## src/rtl/cpu_pkg.sv

```systemverilog
// Shared CPU definitions: zero-register index, register index type and
// operand-forwarding source selector.
package cpu_pkg;

    localparam logic [4:0] REG_ZR = 5'd31;

    typedef logic [4:0] reg_idx_t;

    typedef enum logic [2:0] {
        FWD_RF,
        FWD_WB,
        FWD_MEM,
        FWD_EX,
        FWD_ZERO
    } fwd_sel_t;

endpackage

```

## src/rtl/operand_fwd_mux.sv

```systemverilog
// Per-operand source resolver: compares one source register against the
// EX/MEM/WB write tuples and picks the operand value.
// Build option OPERAND_STAGE_FWD_EN: when defined, results are bypassed from
// EX > MEM > WB and only a load in EX raises the hazard flag; when undefined,
// operands come from the register file and any pending write to the source
// raises the hazard flag.
module operand_fwd_mux
    import cpu_pkg::*;
(
    input  reg_idx_t    src_i,
    input  logic        ex_valid_i,
    input  logic        ex_wen_i,
    input  logic        ex_is_load_i,
    input  reg_idx_t    ex_wsel_i,
    input  logic [31:0] ex_result_i,
    input  logic        mem_valid_i,
    input  logic        mem_wen_i,
    input  reg_idx_t    mem_wsel_i,
    input  logic [31:0] mem_result_i,
    input  logic        wb_valid_i,
    input  logic        wb_wen_i,
    input  reg_idx_t    wb_wsel_i,
    input  logic [31:0] wb_result_i,
    input  logic [31:0] rf_data_i,
    output fwd_sel_t    sel_o,
    output logic [31:0] value_o,
    output logic        load_hazard_o
);

    logic is_zr;
    logic ex_hit;
    logic mem_hit;
    logic wb_hit;

    // Producer matches; r31 is hardwired zero and never matches a producer
    always_comb begin
        is_zr   = (src_i == REG_ZR);
        ex_hit  = ex_valid_i  & ex_wen_i  & (src_i == ex_wsel_i)  & ~is_zr;
        mem_hit = mem_valid_i & mem_wen_i & (src_i == mem_wsel_i) & ~is_zr;
        wb_hit  = wb_valid_i  & wb_wen_i  & (src_i == wb_wsel_i)  & ~is_zr;
    end

`ifdef OPERAND_STAGE_FWD_EN
    // Youngest producer wins; WB must be bypassed because the register file
    // write lands on the same edge this read is captured
    always_comb begin
        sel_o   = FWD_RF;
        value_o = rf_data_i;
        if (is_zr) begin
            sel_o   = FWD_ZERO;
            value_o = 32'h0;
        end else if (ex_hit) begin
            sel_o   = FWD_EX;
            value_o = ex_result_i;
        end else if (mem_hit) begin
            sel_o   = FWD_MEM;
            value_o = mem_result_i;
        end else if (wb_hit) begin
            sel_o   = FWD_WB;
            value_o = wb_result_i;
        end
    end

    // A load in EX has no data yet; it forwards from MEM one cycle later
    assign load_hazard_o = ex_hit & ex_is_load_i;
`else
    // No bypass: only the register file (or the zero register) feeds operands
    always_comb begin
        sel_o   = FWD_RF;
        value_o = rf_data_i;
        if (is_zr) begin
            sel_o   = FWD_ZERO;
            value_o = 32'h0;
        end
    end

    // Any in-flight write to this source must retire before the read
    assign load_hazard_o = ex_hit | mem_hit | wb_hit;

    logic unused_fwd;
    assign unused_fwd = ^{ex_is_load_i, ex_result_i, mem_result_i, wb_result_i};
`endif

endmodule

```

## src/rtl/operand_stage.sv

```systemverilog
// Decode-to-execute operand stage: drives register-file read selects, resolves
// RAW hazards (bypass or interlock), and holds the ID/EX register behind a
// valid/ready handshake.
// Build option OPERAND_STAGE_FWD_EN selects full forwarding (load-use stall
// only); undefined builds interlock on every pending write.
module operand_stage
    import cpu_pkg::*;
#(
    parameter int CTRL_W = 8
) (
    input  logic              clk,
    input  logic              rst,
    input  logic              in_valid,
    output logic              in_ready,
    input  logic [4:0]        in_rsel1,
    input  logic [4:0]        in_rsel2,
    input  logic [4:0]        in_wsel,
    input  logic              in_wen,
    input  logic              in_is_load,
    input  logic              in_use_imm,
    input  logic [31:0]       in_imm,
    input  logic [CTRL_W-1:0] in_ctrl,
    output logic [4:0]        rf_rsel1,
    output logic [4:0]        rf_rsel2,
    input  logic [31:0]       rf_read1,
    input  logic [31:0]       rf_read2,
    input  logic              ex_valid,
    input  logic              ex_wen,
    input  logic              ex_is_load,
    input  logic [4:0]        ex_wsel,
    input  logic [31:0]       ex_result,
    input  logic              mem_valid,
    input  logic              mem_wen,
    input  logic [4:0]        mem_wsel,
    input  logic [31:0]       mem_result,
    input  logic              wb_valid,
    input  logic              wb_wen,
    input  logic [4:0]        wb_wsel,
    input  logic [31:0]       wb_result,
    input  logic              flush,
    output logic              out_valid,
    input  logic              out_ready,
    output logic [31:0]       out_op1,
    output logic [31:0]       out_op2,
    output logic [4:0]        out_wsel,
    output logic              out_wen,
    output logic              out_is_load,
    output logic [CTRL_W-1:0] out_ctrl
);

    fwd_sel_t    sel_a, sel_b;
    logic [31:0] val_a, val_b;
    logic        hz_a, hz_b;
    logic        stall;
    logic        accept;
    logic [31:0] op2_d;

    logic              valid_q;
    logic [31:0]       op1_q, op2_q;
    logic [4:0]        wsel_q;
    logic              wen_q, ld_q;
    logic [CTRL_W-1:0] ctrl_q;

    assign rf_rsel1 = in_rsel1;
    assign rf_rsel2 = in_rsel2;

    operand_fwd_mux u_fwd_a (
        .src_i        (in_rsel1),
        .ex_valid_i   (ex_valid),
        .ex_wen_i     (ex_wen),
        .ex_is_load_i (ex_is_load),
        .ex_wsel_i    (ex_wsel),
        .ex_result_i  (ex_result),
        .mem_valid_i  (mem_valid),
        .mem_wen_i    (mem_wen),
        .mem_wsel_i   (mem_wsel),
        .mem_result_i (mem_result),
        .wb_valid_i   (wb_valid),
        .wb_wen_i     (wb_wen),
        .wb_wsel_i    (wb_wsel),
        .wb_result_i  (wb_result),
        .rf_data_i    (rf_read1),
        .sel_o        (sel_a),
        .value_o      (val_a),
        .load_hazard_o(hz_a)
    );

    operand_fwd_mux u_fwd_b (
        .src_i        (in_rsel2),
        .ex_valid_i   (ex_valid),
        .ex_wen_i     (ex_wen),
        .ex_is_load_i (ex_is_load),
        .ex_wsel_i    (ex_wsel),
        .ex_result_i  (ex_result),
        .mem_valid_i  (mem_valid),
        .mem_wen_i    (mem_wen),
        .mem_wsel_i   (mem_wsel),
        .mem_result_i (mem_result),
        .wb_valid_i   (wb_valid),
        .wb_wen_i     (wb_wen),
        .wb_wsel_i    (wb_wsel),
        .wb_result_i  (wb_result),
        .rf_data_i    (rf_read2),
        .sel_o        (sel_b),
        .value_o      (val_b),
        .load_hazard_o(hz_b)
    );

    // Selector codes are for debug visibility only
    logic unused_sel;
    assign unused_sel = ^{sel_a, sel_b};

    // Interlock and handshake; operand B hazards are ignored for immediates
    always_comb begin
        stall    = in_valid & (hz_a | (hz_b & ~in_use_imm));
        in_ready = ~stall & (out_ready | ~valid_q);
        accept   = in_valid & in_ready;
        op2_d    = in_use_imm ? in_imm : val_b;
    end

    // ID/EX register: load on accept, hold under backpressure, bubble when
    // drained with nothing new; flush kills whatever would be live next
    always_ff @(posedge clk or posedge rst) begin
        if (rst) begin
            valid_q <= 1'b0;
            op1_q   <= '0;
            op2_q   <= '0;
            wsel_q  <= '0;
            wen_q   <= 1'b0;
            ld_q    <= 1'b0;
            ctrl_q  <= '0;
        end else begin
            if (accept) begin
                op1_q  <= val_a;
                op2_q  <= op2_d;
                wsel_q <= in_wsel;
                wen_q  <= in_wen;
                ld_q   <= in_is_load;
                ctrl_q <= in_ctrl;
            end
            if (flush)          valid_q <= 1'b0;
            else if (accept)    valid_q <= 1'b1;
            else if (out_ready) valid_q <= 1'b0;
        end
    end

    assign out_valid   = valid_q;
    assign out_op1     = op1_q;
    assign out_op2     = op2_q;
    assign out_wsel    = wsel_q;
    assign out_wen     = wen_q;
    assign out_is_load = ld_q;
    assign out_ctrl    = ctrl_q;

endmodule

```

## config.mk

```make
export PLATFORM = sky130hd
export DESIGN_NAME = operand_stage
export DESIGN_NICKNAME = d
export VERILOG_FILES = /design/src/rtl/cpu_pkg.sv /design/src/rtl/operand_fwd_mux.sv /design/src/rtl/operand_stage.sv
export SDC_FILE = /design/constraint.sdc
export NUM_CORES = 1
export LEC_CHECK = 0
export CORE_AREA = 4 4 130 132
export CTS_CLUSTER_DIAMETER = 200
export CTS_CLUSTER_SIZE = 10
export DETAILED_ROUTE_END_ITERATION = 10
export DIE_AREA = 0 0 134 136
export GPL_TIMING_DRIVEN = 0
export MAX_ROUTING_LAYER = met4
export PLACE_DENSITY_LB_ADDON = 0.05
export SYNTH_ARGS = -nofsm -noshare
export SYNTH_HDL_FRONTEND = slang
export SYNTH_HIERARCHICAL = 1
export SYNTH_SLANG_ARGS = --single-unit
```

## constraint.sdc

```tcl
create_clock -name clk -period 3.35 [get_ports clk]
set_input_delay 0.335 -clock clk [delete_from_list [all_inputs] [get_ports clk]]
set_output_delay 0.335 -clock clk [all_outputs]
set_load 0.02 [all_outputs]
```

# Yosys cells after proc, flatten, opt, wreduce, memory -nomap -nowiden
# Cells that the tools add are included.
[totals]
output_inout_bits = 91
register_bits = 80
in_bits = 245
[op_classes]
n_bitwise = 30
eq_ne = 8
muxes = 6
reduce_logical = 1
[ops]
columns = ["cell", "count"]
rows = [
  ["32-bit two-way mux", 3],
  ["5-bit equality test", 6],
  ["1-bit bitwise AND", 19],
  ["5-bit equality test, second input constant", 2],
  ["1-bit OR", 6],
  ["1-bit NOT", 5],
  ["1-bit two-way mux", 3],
  ["3-bit nonzero test", 1],
]

# Longest topological paths before layout
[logic_depth]
ltp_word = 13
depth_mapped = 8

# Hierarchy
# Netlist, hierarchy kept.
[by_module_without_submodules]
columns = ["mod", "instances", "area_each_um2", "cells_each"]
rows = [
  ["operand_stage", 1, 3574.7, 220],
  ["operand_fwd_mux", 2, 467.9, 64],
]

# Least setup slack after synthesis
# No wires, ideal clock.
[synth_path]
kind = "input -> register"
start = "input in_rsel2[4]"
end = "register ctrl_q[0] (netlist: out_ctrl[0])"
arrival_time_ns = 2.018
setup_slack_ns = 1.207
stages = 8
n_path_buf = 1
setup_time_ns = 0.125
required_time_ns = 3.225
cell_sequence = "and3_1 > nand3_2 > inv_1 > a31oi_1 > nor2b_2 > nor4b_4 > buf_6 > mux2_4"
[synth_between]
elab_chain_cells = 11
word_cells_on_any_way = 19
[synth_lines]
columns = ["element", "line_no", "source"]
rows = [
  ["from (decl)", "operand_stage.sv:16", "input logic [4:0] in_rsel2,"],
  ["5-bit equality test *", "operand_fwd_mux.sv:37", "is_zr = (src_i == REG_ZR);"],
  ["via u_fwd_b.is_zr", "operand_fwd_mux.sv:30", "logic is_zr;"],
  ["1-bit NOT *", "operand_fwd_mux.sv:38, operand_fwd_mux.sv:39, operand_fwd_mux.sv:40", ""],
  ["1-bit bitwise AND, on equally long branches", "operand_fwd_mux.sv:38, operand_fwd_mux.sv:39", ""],
  ["1-bit OR", "operand_fwd_mux.sv:78", "assign load_hazard_o = ex_hit | mem_hit | wb_hit;"],
  ["1-bit OR *", "operand_fwd_mux.sv:78", ""],
  ["via hz_b", "operand_stage.sv:53", "logic hz_a, hz_b;"],
  ["1-bit bitwise AND *", "operand_stage.sv:115", "stall = in_valid & (hz_a | (hz_b & ~in_use_imm));"],
  ["1-bit OR *", "operand_stage.sv:115", ""],
  ["1-bit bitwise AND *", "operand_stage.sv:115", ""],
  ["1-bit NOT *", "operand_stage.sv:116", "in_ready = ~stall & (out_ready | ~valid_q);"],
  ["1-bit bitwise AND *", "operand_stage.sv:116", ""],
  ["1-bit bitwise AND *", "operand_stage.sv:117", "accept = in_valid & in_ready;"],
  ["to (signal assigned)", "operand_stage.sv:139", "ctrl_q <= in_ctrl;"],
  ["to (decl)", "operand_stage.sv:62", "logic [CTRL_W-1:0] ctrl_q;"],
]
# Mark *: on every way through the listed nets, which the timed path passes. The rest lies on a longest branch.
# A chain may end at the register's enable or synchronous reset.

# Worst setup path after layout
[layout_path]
start = "input in_rsel1[1]"
end = "output in_ready"
[layout_between]
elab_chain_cells = 9
word_cells_on_any_way = 17
[layout_lines]
columns = ["element", "line_no", "source"]
rows = [
  ["from (decl)", "operand_stage.sv:15", "input logic [4:0] in_rsel1,"],
  ["5-bit equality test, on equally long branches", "operand_fwd_mux.sv:38, operand_fwd_mux.sv:37, operand_fwd_mux.sv:39", ""],
  ["1-bit bitwise AND (tied with other cells)", "operand_fwd_mux.sv:38", "ex_hit = ex_valid_i & ex_wen_i & (src_i == ex_wsel_i) & ~is_zr;"],
  ["1-bit bitwise AND, on equally long branches", "operand_fwd_mux.sv:38, operand_fwd_mux.sv:39", ""],
  ["1-bit OR", "operand_fwd_mux.sv:78", ""],
  ["1-bit OR *", "operand_fwd_mux.sv:78", ""],
  ["via hz_a", "operand_stage.sv:53", ""],
  ["1-bit OR *", "operand_stage.sv:115", ""],
  ["1-bit bitwise AND *", "operand_stage.sv:115", ""],
  ["1-bit NOT *", "operand_stage.sv:116", ""],
  ["1-bit bitwise AND *", "operand_stage.sv:116", ""],
  ["to (decl)", "operand_stage.sv:14", "output logic in_ready,"],
]
# Marks and branches as above.

==> metrics.txt <==
final period utilization=between 90% and 100%; layout cells sized above 1=27.27%; fin worst setup slack=0.2616 ns; GPL Wtd Cong=0.7414; Fmax=323.8 MHz; Max Slew Vio Count=0; combinational power share=34.3%; register share of total power=35.6%; largest net degree at the start of global routing=42; Die Footprint=18220 um2; fin crit period=3.088 ns; HP Class=input port to asynchronous set/reset pin; max-cap viol count=0; via count=3449; Setup CP Type=input port to output port; critical path data required time=3.01 ns; GRT Total Usage=15.60%; pwr/cell area=454.4 nW/um2; iteration-0 DRC count of the detailed router=63; crit path from=in_rsel1[1]; worst ir drop on vdd=0.2536 mV; Detail Placement HPWL=between 10 and 15 mm; antenna violations before repair=0; Place WS=0.005112 ns; Max-slew headroom=between 30% and 40%; final setup vio count=0; diodes inserted=0; drt first pass iters=4; Psw=972.8 uW; io pins=between 300 and 400; nets=834; total grt overflow=0; die extent in x=134 um; first-pass GRT wire length=21.31 mm; row count=46; post-CTS sizing=0; Setup Skew=0.007486 ns; Final Util=47.28%; unrepaired setup endpoints after global routing=false; total routed wirelength=13.69 mm; status=completed; Internal=2403 uW; Wirelength per Cell=16.90 um; initial core utilization=28.37%; reg2reg start=out_valid; Die Ht=136 um; maximum root-to-sink buffer count=2; CTS tree=yes; Worst-Skew Late Latency=about 0.34 ns; Synth Area per Inst=13.11 um2; CTS Buf Count=9; Syn Inst Count=340; Clock Power Share=between 30% and 40%; CP Launch Type=input port; port buffer count=237; CTS hold repair buffers=0; Routed Antenna Nets=0; H-tree Lvls=3; Critical Path Fanout Max=5; post-CTS setup-driven buffer insertion count=0; Vias per Instance=about 4.3; vias in the first global route=3891; root buffer cell=clkbuf_16; syn_nets=585; Area growth syn-to-layout=66.66%; # clock sinks=80; Critical Path AT=between 2 and 3 ns; Core Area=15710 um2; switching share of power=28.81%; Reg clk slew, reported paths=0.06 ns; Final Hold Viols=0; DRC=0; crit end category=output port; Slew @ Worst Pin=0.9241 ns; cell area after synthesis=4458 um2; Yosys warning count=6; LEAKAGE=just over 0.003 uW; hold slack=between 0.3 and 0.4 ns
[sequential cells by signal, summed over array words and instances (netlist names)]
name,cells
out_valid,1
out_op1,32
out_is_load,1
out_wen,1
out_op2,32
out_ctrl,8
out_wsel,5
[final timing paths]
| check | end | slack (ns) | cells past startpoint |
|---|---|---|---|
| worst max-delay path | in_ready | 0.26 | 8 |
| worst min-delay path | out_op1[8] | 0.39 | 2 |
| worst max register to register | out_op1[3] | 1.29 | 4 |
| worst min register to register | out_op2[11] | 0.50 | 1 |
| max in group asynchronous | out_op2[13] | 2.35 | 3 |
| min in group clk | out_op2[7] | 0.44 | 3 |
[per-stage QoR]
| step | total power [uW] | setup TNS, ns | instances | cell area, um2 |
|---|---|---|---|---|
| 5_1_grt | 3568 | 0 | 810 | 7430 |
| 3_5_place_dp | 2392 | 0 | 794 | 7123 |
| 6_report | 3376 | 0 | 810 | 7430 |
| 4_1_cts | 3445 | 0 | 810 | 7430 |
| 2_1_floorplan | 1778 | 0 | 340 | 4458 |
| 3_3_place_gp | 2372 | -41.75 | 793 | 7101 |
[critical path: stages]
cell and delay (ns):
clkdlybuf4s50_1 0.56, xor2_1 0.24, nor4_2 0.29, nand4_1 0.16, a31oi_1 0.37, o21a_1 0.18, nor2_1 0.04, clkdlybuf4s50_1 0.56
[power by group through the flow]
stage / clock network (uW) / registers (uW) / logic (uW)
6_report: 1020 / 1200 / 1160
2_1_floorplan: 0 / 1410 / 367
3_5_place_dp: 0 / 1220 / 1170
4_1_cts: 1060 / 1200 / 1180
3_3_place_gp: 0 / 1210 / 1160
5_1_grt: 1110 / 1220 / 1230
[routing by layer]
| layer | global-route usage, % | vias to the layer above | share of wire (%) |
|---|---|---|---|
| li1 | - | 1656 | - |
| met1 | 18.02 | 1643 | 42 |
| met2 | 25.46 | 135 | 48 |
| met3 | 5.551 | 15 | 8.7 |
| met4 | 5.086 | 0 | 1.7 |
| met5 | - | - | 0 |
[placed cells by master, fill, tap and decap left out, drive strengths merged]
cell type,instances
o21a,1
bufinv,1
o21ba,1
clkinvlp,1
clkbuf,14
nand4,6
a31oi,2
mux2,111
and3,2
nand3,2
xnor2,6
buf,26
nor2,1
nor4b,1
clkinv,1
xor2,24
nor4,6
nor2b,2
inv,5
dfrtp,80
clkdlybuf4s50,237
and2,64
[final cells by class]
cell class | count | area, um2
flip-flops and latches | 80 | 2002
well taps | 216 | 270.3
plain buffers | 28 | 251.5
clock inverters | 5 | 63.81
repair buffers | 238 | 2392
multi-input cells | 229 | 2193
clock buffers | 11 | 242.7
inverters | 3 | 13.76
fillers | 1480 | 8283
Note: power is estimated with default switching activity, not from simulation.
